`src/rtl/cdb_arbiter.sv`:
```
// -----------------------------------------------------------------------------
// cdb_arbiter
// Shares the single common data bus (CDB) between NUM_FU functional-unit result
// ports. Each cycle at most one valid requester is granted (round-robin from
// rr_ptr), and the winner's result is registered onto the CDB one cycle later.
//
// Optional feature macro: CDB_ARB_FIXED_PRIO_EN
//   defined   -> requester 0 (LSU) wins whenever fu_valid[0]=1, without moving
//                rr_ptr; the other requesters share round-robin.
//   undefined -> pure round-robin over all NUM_FU requesters.
//
// Ports
//   clk          in   clock, all state on rising edge
//   rst          in   asynchronous active-low reset
//   flush        in   synchronous pipeline squash, active-high
//   fu_valid     in   [NUM_FU]            requester i holds a completed result
//   fu_data      in   [NUM_FU*DATA_W]     result data, slice i
//   fu_rd_addr   in   [NUM_FU*RD_W]       destination arch register, slice i
//   fu_rob_idx   in   [NUM_FU*ROB_IDX_W]  ROB tag, slice i
//   fu_ready     out  [NUM_FU]            onehot0 grant, combinational
//   cdb_valid    out  registered broadcast valid
//   cdb_data     out  registered broadcast data
//   cdb_rd_addr  out  registered broadcast destination register
//   cdb_rob_idx  out  registered broadcast ROB tag
//   cdb_src      out  registered index of the winning requester
// -----------------------------------------------------------------------------
module cdb_arbiter #(
    parameter int NUM_FU    = 4,
    parameter int DATA_W    = 32,
    parameter int RD_W      = 5,
    parameter int ROB_IDX_W = 5,
    localparam int SRC_W    = (NUM_FU > 1) ? $clog2(NUM_FU) : 1
) (
    input  logic                          clk,
    input  logic                          rst,
    input  logic                          flush,
    input  logic [NUM_FU-1:0]             fu_valid,
    input  logic [NUM_FU*DATA_W-1:0]      fu_data,
    input  logic [NUM_FU*RD_W-1:0]        fu_rd_addr,
    input  logic [NUM_FU*ROB_IDX_W-1:0]   fu_rob_idx,
    output logic [NUM_FU-1:0]             fu_ready,
    output logic                          cdb_valid,
    output logic [DATA_W-1:0]             cdb_data,
    output logic [RD_W-1:0]               cdb_rd_addr,
    output logic [ROB_IDX_W-1:0]          cdb_rob_idx,
    output logic [SRC_W-1:0]              cdb_src
);

    // (base + off) modulo NUM_FU; both operands are below NUM_FU, so a single
    // conditional subtraction is enough and non-power-of-two NUM_FU works.
    function automatic logic [SRC_W-1:0] wrap_add(
        input logic [SRC_W-1:0] base,
        input logic [SRC_W-1:0] off
    );
        logic [SRC_W:0] sum;
        sum = {1'b0, base} + {1'b0, off};
        if (sum >= (SRC_W+1)'(NUM_FU)) begin
            sum = sum - (SRC_W+1)'(NUM_FU);
        end else begin
            sum = sum;
        end
        return sum[SRC_W-1:0];
    endfunction

    logic [SRC_W-1:0]     rr_ptr_r;
    logic                 rr_found_s;
    logic [SRC_W-1:0]     rr_idx_s;
    logic                 prio_hit_s;
    logic                 grant_found_s;
    logic [SRC_W-1:0]     grant_idx_s;
    logic                 grant_any_s;
    logic [NUM_FU-1:0]    fu_ready_s;

    logic                 cdb_valid_r;
    logic [DATA_W-1:0]    cdb_data_r;
    logic [RD_W-1:0]      cdb_rd_addr_r;
    logic [ROB_IDX_W-1:0] cdb_rob_idx_r;
    logic [SRC_W-1:0]     cdb_src_r;

`ifdef CDB_ARB_FIXED_PRIO_EN
    // LSU on port 0 pre-empts the round-robin search whenever it is valid.
    assign prio_hit_s = fu_valid[0];
`else
    assign prio_hit_s = 1'b0;
`endif

    // Round-robin search: first valid requester at or after rr_ptr, wrapping.
    always_comb begin
        rr_found_s = 1'b0;
        rr_idx_s   = '0;
        for (int k = 0; k < NUM_FU; k++) begin
            if (!rr_found_s && fu_valid[wrap_add(rr_ptr_r, SRC_W'(k))]) begin
                rr_found_s = 1'b1;
                rr_idx_s   = wrap_add(rr_ptr_r, SRC_W'(k));
            end else begin
                rr_found_s = rr_found_s;
                rr_idx_s   = rr_idx_s;
            end
        end
    end

    // Final winner selection; flush and reset suppress any grant.
    always_comb begin
        grant_found_s = prio_hit_s | rr_found_s;
        if (prio_hit_s) begin
            grant_idx_s = '0;
        end else begin
            grant_idx_s = rr_idx_s;
        end
        grant_any_s = grant_found_s & ~flush & rst;
    end

    // Onehot0 grant vector decoded from the winner index.
    always_comb begin
        fu_ready_s = '0;
        for (int i = 0; i < NUM_FU; i++) begin
            fu_ready_s[i] = grant_any_s && (grant_idx_s == SRC_W'(i));
        end
    end

    assign fu_ready = fu_ready_s;

    // Round-robin pointer: moves past the winner, cleared by flush. Fixed-priority
    // grants to port 0 leave it where it is so the others keep their turn.
    always_ff @(posedge clk or negedge rst) begin
        if (!rst) begin
            rr_ptr_r <= '0;
        end else if (flush) begin
            rr_ptr_r <= '0;
        end else if (grant_any_s && !prio_hit_s) begin
            rr_ptr_r <= wrap_add(grant_idx_s, SRC_W'(1));
        end else begin
            rr_ptr_r <= rr_ptr_r;
        end
    end

    // CDB valid: high for exactly the cycle after a grant.
    always_ff @(posedge clk or negedge rst) begin
        if (!rst) begin
            cdb_valid_r <= 1'b0;
        end else begin
            cdb_valid_r <= grant_any_s;
        end
    end

    // CDB payload: captured only on a grant, otherwise holds its last value.
    always_ff @(posedge clk or negedge rst) begin
        if (!rst) begin
            cdb_data_r    <= '0;
            cdb_rd_addr_r <= '0;
            cdb_rob_idx_r <= '0;
            cdb_src_r     <= '0;
        end else if (grant_any_s) begin
            cdb_data_r    <= fu_data[grant_idx_s*DATA_W +: DATA_W];
            cdb_rd_addr_r <= fu_rd_addr[grant_idx_s*RD_W +: RD_W];
            cdb_rob_idx_r <= fu_rob_idx[grant_idx_s*ROB_IDX_W +: ROB_IDX_W];
            cdb_src_r     <= grant_idx_s;
        end else begin
            cdb_data_r    <= cdb_data_r;
            cdb_rd_addr_r <= cdb_rd_addr_r;
            cdb_rob_idx_r <= cdb_rob_idx_r;
            cdb_src_r     <= cdb_src_r;
        end
    end

    assign cdb_valid   = cdb_valid_r;
    assign cdb_data    = cdb_data_r;
    assign cdb_rd_addr = cdb_rd_addr_r;
    assign cdb_rob_idx = cdb_rob_idx_r;
    assign cdb_src     = cdb_src_r;

`ifndef SYNTHESIS
    cdb_arbiter_chk #(
        .NUM_FU (NUM_FU)
    ) u_chk (
        .clk      (clk),
        .rst      (rst),
        .flush    (flush),
        .fu_valid (fu_valid),
        .fu_ready (fu_ready)
    );
`endif

endmodule

// -----------------------------------------------------------------------------
// cdb_arbiter_chk
// Simulation-only protocol checker for the arbiter grant vector.
//   clk, rst, flush, fu_valid, fu_ready : observed copies of the arbiter ports
// -----------------------------------------------------------------------------
module cdb_arbiter_chk #(
    parameter int NUM_FU = 4
) (
    input logic              clk,
    input logic              rst,
    input logic              flush,
    input logic [NUM_FU-1:0] fu_valid,
    input logic [NUM_FU-1:0] fu_ready
);

    a_ready_onehot0: assert property (@(posedge clk) disable iff (!rst)
        $onehot0(fu_ready));

    a_ready_implies_valid: assert property (@(posedge clk) disable iff (!rst)
        ((fu_ready & ~fu_valid) == '0));

    a_flush_no_grant: assert property (@(posedge clk) disable iff (!rst)
        flush |-> (fu_ready == '0));

endmodule
```
`config.mk`:
```
export PLATFORM = sky130hd
export DESIGN_NAME = cdb_arbiter
export DESIGN_NICKNAME = d
export VERILOG_FILES = /design/src/rtl/cdb_arbiter.sv
export SDC_FILE = /design/constraint.sdc
export NUM_CORES = 1
export LEC_CHECK = 0
export ABC_AREA = 1
export ABC_CLOCK_PERIOD_IN_PS = 2100
export CAP_MARGIN = 5
export CORE_MARGIN = 2
export CORE_UTILIZATION = 36
export DETAILED_ROUTE_END_ITERATION = 8
export PLACE_DENSITY_LB_ADDON = 0.3
export SYNTH_ARGS = -nofsm -noshare
export SYNTH_HDL_FRONTEND = slang
export SYNTH_HIERARCHICAL = 1
export SYNTH_SLANG_ARGS = --single-unit
```
`constraint.sdc`:
```
create_clock -name clk -period 2.1 [get_ports clk]
set_clock_uncertainty 0.2 [all_clocks]
set_input_delay 0.21 -clock clk [delete_from_list [all_inputs] [get_ports clk]]
set_output_delay 0.21 -clock clk [all_outputs]
set_load 0.01 [all_outputs]
```
==> metrics <==
outcome=finished with violations; violations in the final reports=negative setup slack; post-synthesis sequential area ratio=0.296; die height=109 um; post-synthesis cell count=687; area grow syn2layout=69.8%; RSZ-0062 raised after global routing=true; worst hold stages=2; endpoints failing setup=47; DIE WIDTH=109 um; Reg clk slew, reported paths=0.10 ns; combinational share of power=0.752; Slew Viols, Final=0; routed vias=4751; GRT overflow=0; switching share of power=0.488; Unique masters post-synth=28; Top Ports=224; share of post-route cells with drive strength above 1=0.0893; endpoint class of the critical path=output pin; antenna cells=0; Crit Path Category=register to output pin; WP data required=1.69 ns; Yosys reg bits=47; Tot Pwr=9.28 mW; pwr/cell area=1380 mW/mm^2; critical path fanouts, max=8; Synth Cell Area=0.00397 sq mm; Inserted Clock Buffers=5; post-route ant nets=0; die area=0.0119 sq mm; Inst Count DP=1043; first-pass GRT wire length=21700 um; Detailed Place HPWL=10200 um; NumNets Final=1093; setup TNS=-13.66 ns; Clock Path Buffers=2; antenna violations before repair=0; startpoint types=register; row count=38; final hold viol count=0; Root Buffer=clkbuf_8; port bufs=223; Initial Util=0.368; Crit path largest cell delay=0.49 ns; TritonCTS Sinks=47; vias in the first global route=4519; maximum clock frequency=402 MHz; net load switching power=4.53 mW; max-cap violations=0; Sequential Power Share=0.173; core area=0.0108 sq mm; htree depth=2; Initial DRC Count=324; Leak=3.61 nW; reg2reg path depth=14; clock share of power=0.075; Fin Hold WS=0.287 ns; DRC=0; post-layout min period=2.49 ns; placer congestion estimate=0.876; Final Worst Setup Slack=-0.388 ns; Crit-path slowest cell=dfrtp_2; crit share post-route=1.18; HP Class=register to register; CTS tree=done; drt total wl=14000 um; drt first pass iters=4; syn_area_per_cell=5.78 sq um; CP Data Arrival Time=2.08 ns; largest net degree at the start of global routing=51; GRT Util Overall=0.234; Slew @ Worst Pin=0.634 ns; clock latency on the worst-skew pair=0.30 ns; Syn Nets=863; maximum VDD drop=0.923 mV; Wirelength per Cell=13.3 um; Via density=4.49; Max-slew headroom=0.577; non-filler cells, final=1058; yosys warns=6; Pint=4.75 mW; crit-path cells=buf_6 > nand2_2 > nand2_1 > nand2_1 > nand2_2 > nor2_4 > nand3_4 > nand2_4 > nand2_4 > inv_4 > ha_1 > inv_1 > nor2_2 > buf_2; DP Worst Slack=-0.674 ns
## critical path: cells and delay by family, from the launching register on
kind | cells | cell delay, ns
fa+ha+maj | 1 | 0.12
buf+inv | 4 | 0.38
flops | 1 | 0.49
simple gates | 9 | 0.77
## power by group through the flow
stage	Combinational [mW]	Clock, mW	Sequential (mW)
finish	6.98	0.700	1.61
global route	7.73	0.762	1.66
CTS	6.81	0.723	1.60
detailed placement	6.53	0	1.60
global placement	6.45	0	1.60
floorplan	3.92	0	1.77
## final cells by class
type                       instances  area, sq um
timing repair buffer             260         2590
tap                              140          175
clock inverter                     3         46.3
inverter                         161          609
sequential                        47         1180
multi-input combinational        442         2070
fill                            1048         4050
clock buffer                       5         68.8
## cell usage after synthesis (all sizes together)
library cell    n  area (sq um)
inv           160           601
buf            32           186
clkinv          1          3.75
a21oi           1          5.00
or2            22           138
ha              1          12.5
nor2           11          66.3
clkbuf          5          18.8
nand3         152           771
o21ai           3          18.8
dfrtp          47          1180
nand2         248           946
o21a            1          7.51
o22ai           1          6.26
nand3b          1          7.51
a31oi           1          6.26
## registers in the layout, indices dropped and copies added (netlist names)
signal / cells
cdb_data: 32
cdb_rd_addr: 5
cdb_rob_idx: 5
cdb_src: 2
cdb_valid: 1
rr_ptr_r: 2
## logic make-up (layout without fill, tap and decap cells)
| group | Yosys count | after routing | synth area share |
|---|---|---|---|
| simple gates | 434 | 434 | 0.486 |
| buf+inv | 198 | 429 | 0.204 |
| compound gates | 7 | 7 | 0.0110 |
| flops | 47 | 47 | 0.296 |
| fa+ha+maj | 1 | 1 | 0.00315 |
## layout by cell type, fill, tap and decap left out, drive strengths merged
| cell type | count |
|---|---|
| clkinv | 1 |
| clkbuf | 7 |
| dfrtp | 47 |
| buf | 39 |
| nand3b | 1 |
| nand3 | 152 |
| clkdlybuf4s50 | 218 |
| a31oi | 1 |
| o21a | 1 |
| clkinvlp | 1 |
| o21ai | 3 |
| bufinv | 1 |
| nor2 | 11 |
| a21oi | 1 |
| ha | 1 |
| or2 | 22 |
| dlygate4sd3 | 1 |
| inv | 161 |
| nand2 | 248 |
| o22ai | 1 |
## timing repair
item                                   4_1_cts  5_1_grt
endpoints found under the hold margin       47        0
hold buffers                                 1        0
gates cloned                                 1        1
setup buffers                                4        0
pin swaps                                    9        2
gates resized for setup                     45        8
setup endpoints to repair                   48       49
## final timing paths
path,startpoint,end,slack [ns]
setup / recovery,rr_ptr_r[0]$_DFFE_PN0P_,fu_ready[1],-0.39
hold / removal,cdb_rd_addr[3]$_DFFE_PN0P_,cdb_rd_addr[3]$_DFFE_PN0P_,0.29
setup reg to reg,rr_ptr_r[0]$_DFFE_PN0P_,cdb_data[12]$_DFFE_PN0P_,-0.38
hold reg to reg,cdb_rd_addr[3]$_DFFE_PN0P_,cdb_rd_addr[3]$_DFFE_PN0P_,0.29
max in group asynchronous,rst,cdb_valid$_DFF_PN0_,0.85
min in group asynchronous,rst,rr_ptr_r[1]$_DFFE_PN0P_,0.38
## metal layers
| layer | up-vias | global-route usage | wire length [um] |
|---|---|---|---|
| met1 | 2075 | 0.275 | 5580 |
| li1 | 2495 | - | - |
| met3 | 20 | 0.0574 | 1060 |
| met5 | - | 0 | 0 |
| met4 | 0 | 0.0559 | 345 |
| met2 | 161 | 0.425 | 7060 |
## metrics by stage
step | area, sq um | util
final | 6740 | 0.625
after global routing | 6740 | 0.625
after CTS | 6690 | 0.620
after detailed placement | 6430 | 0.596
after global placement | 6430 | 0.596
after floorplan | 3980 | -
Power figures use the tool's default switching activity.
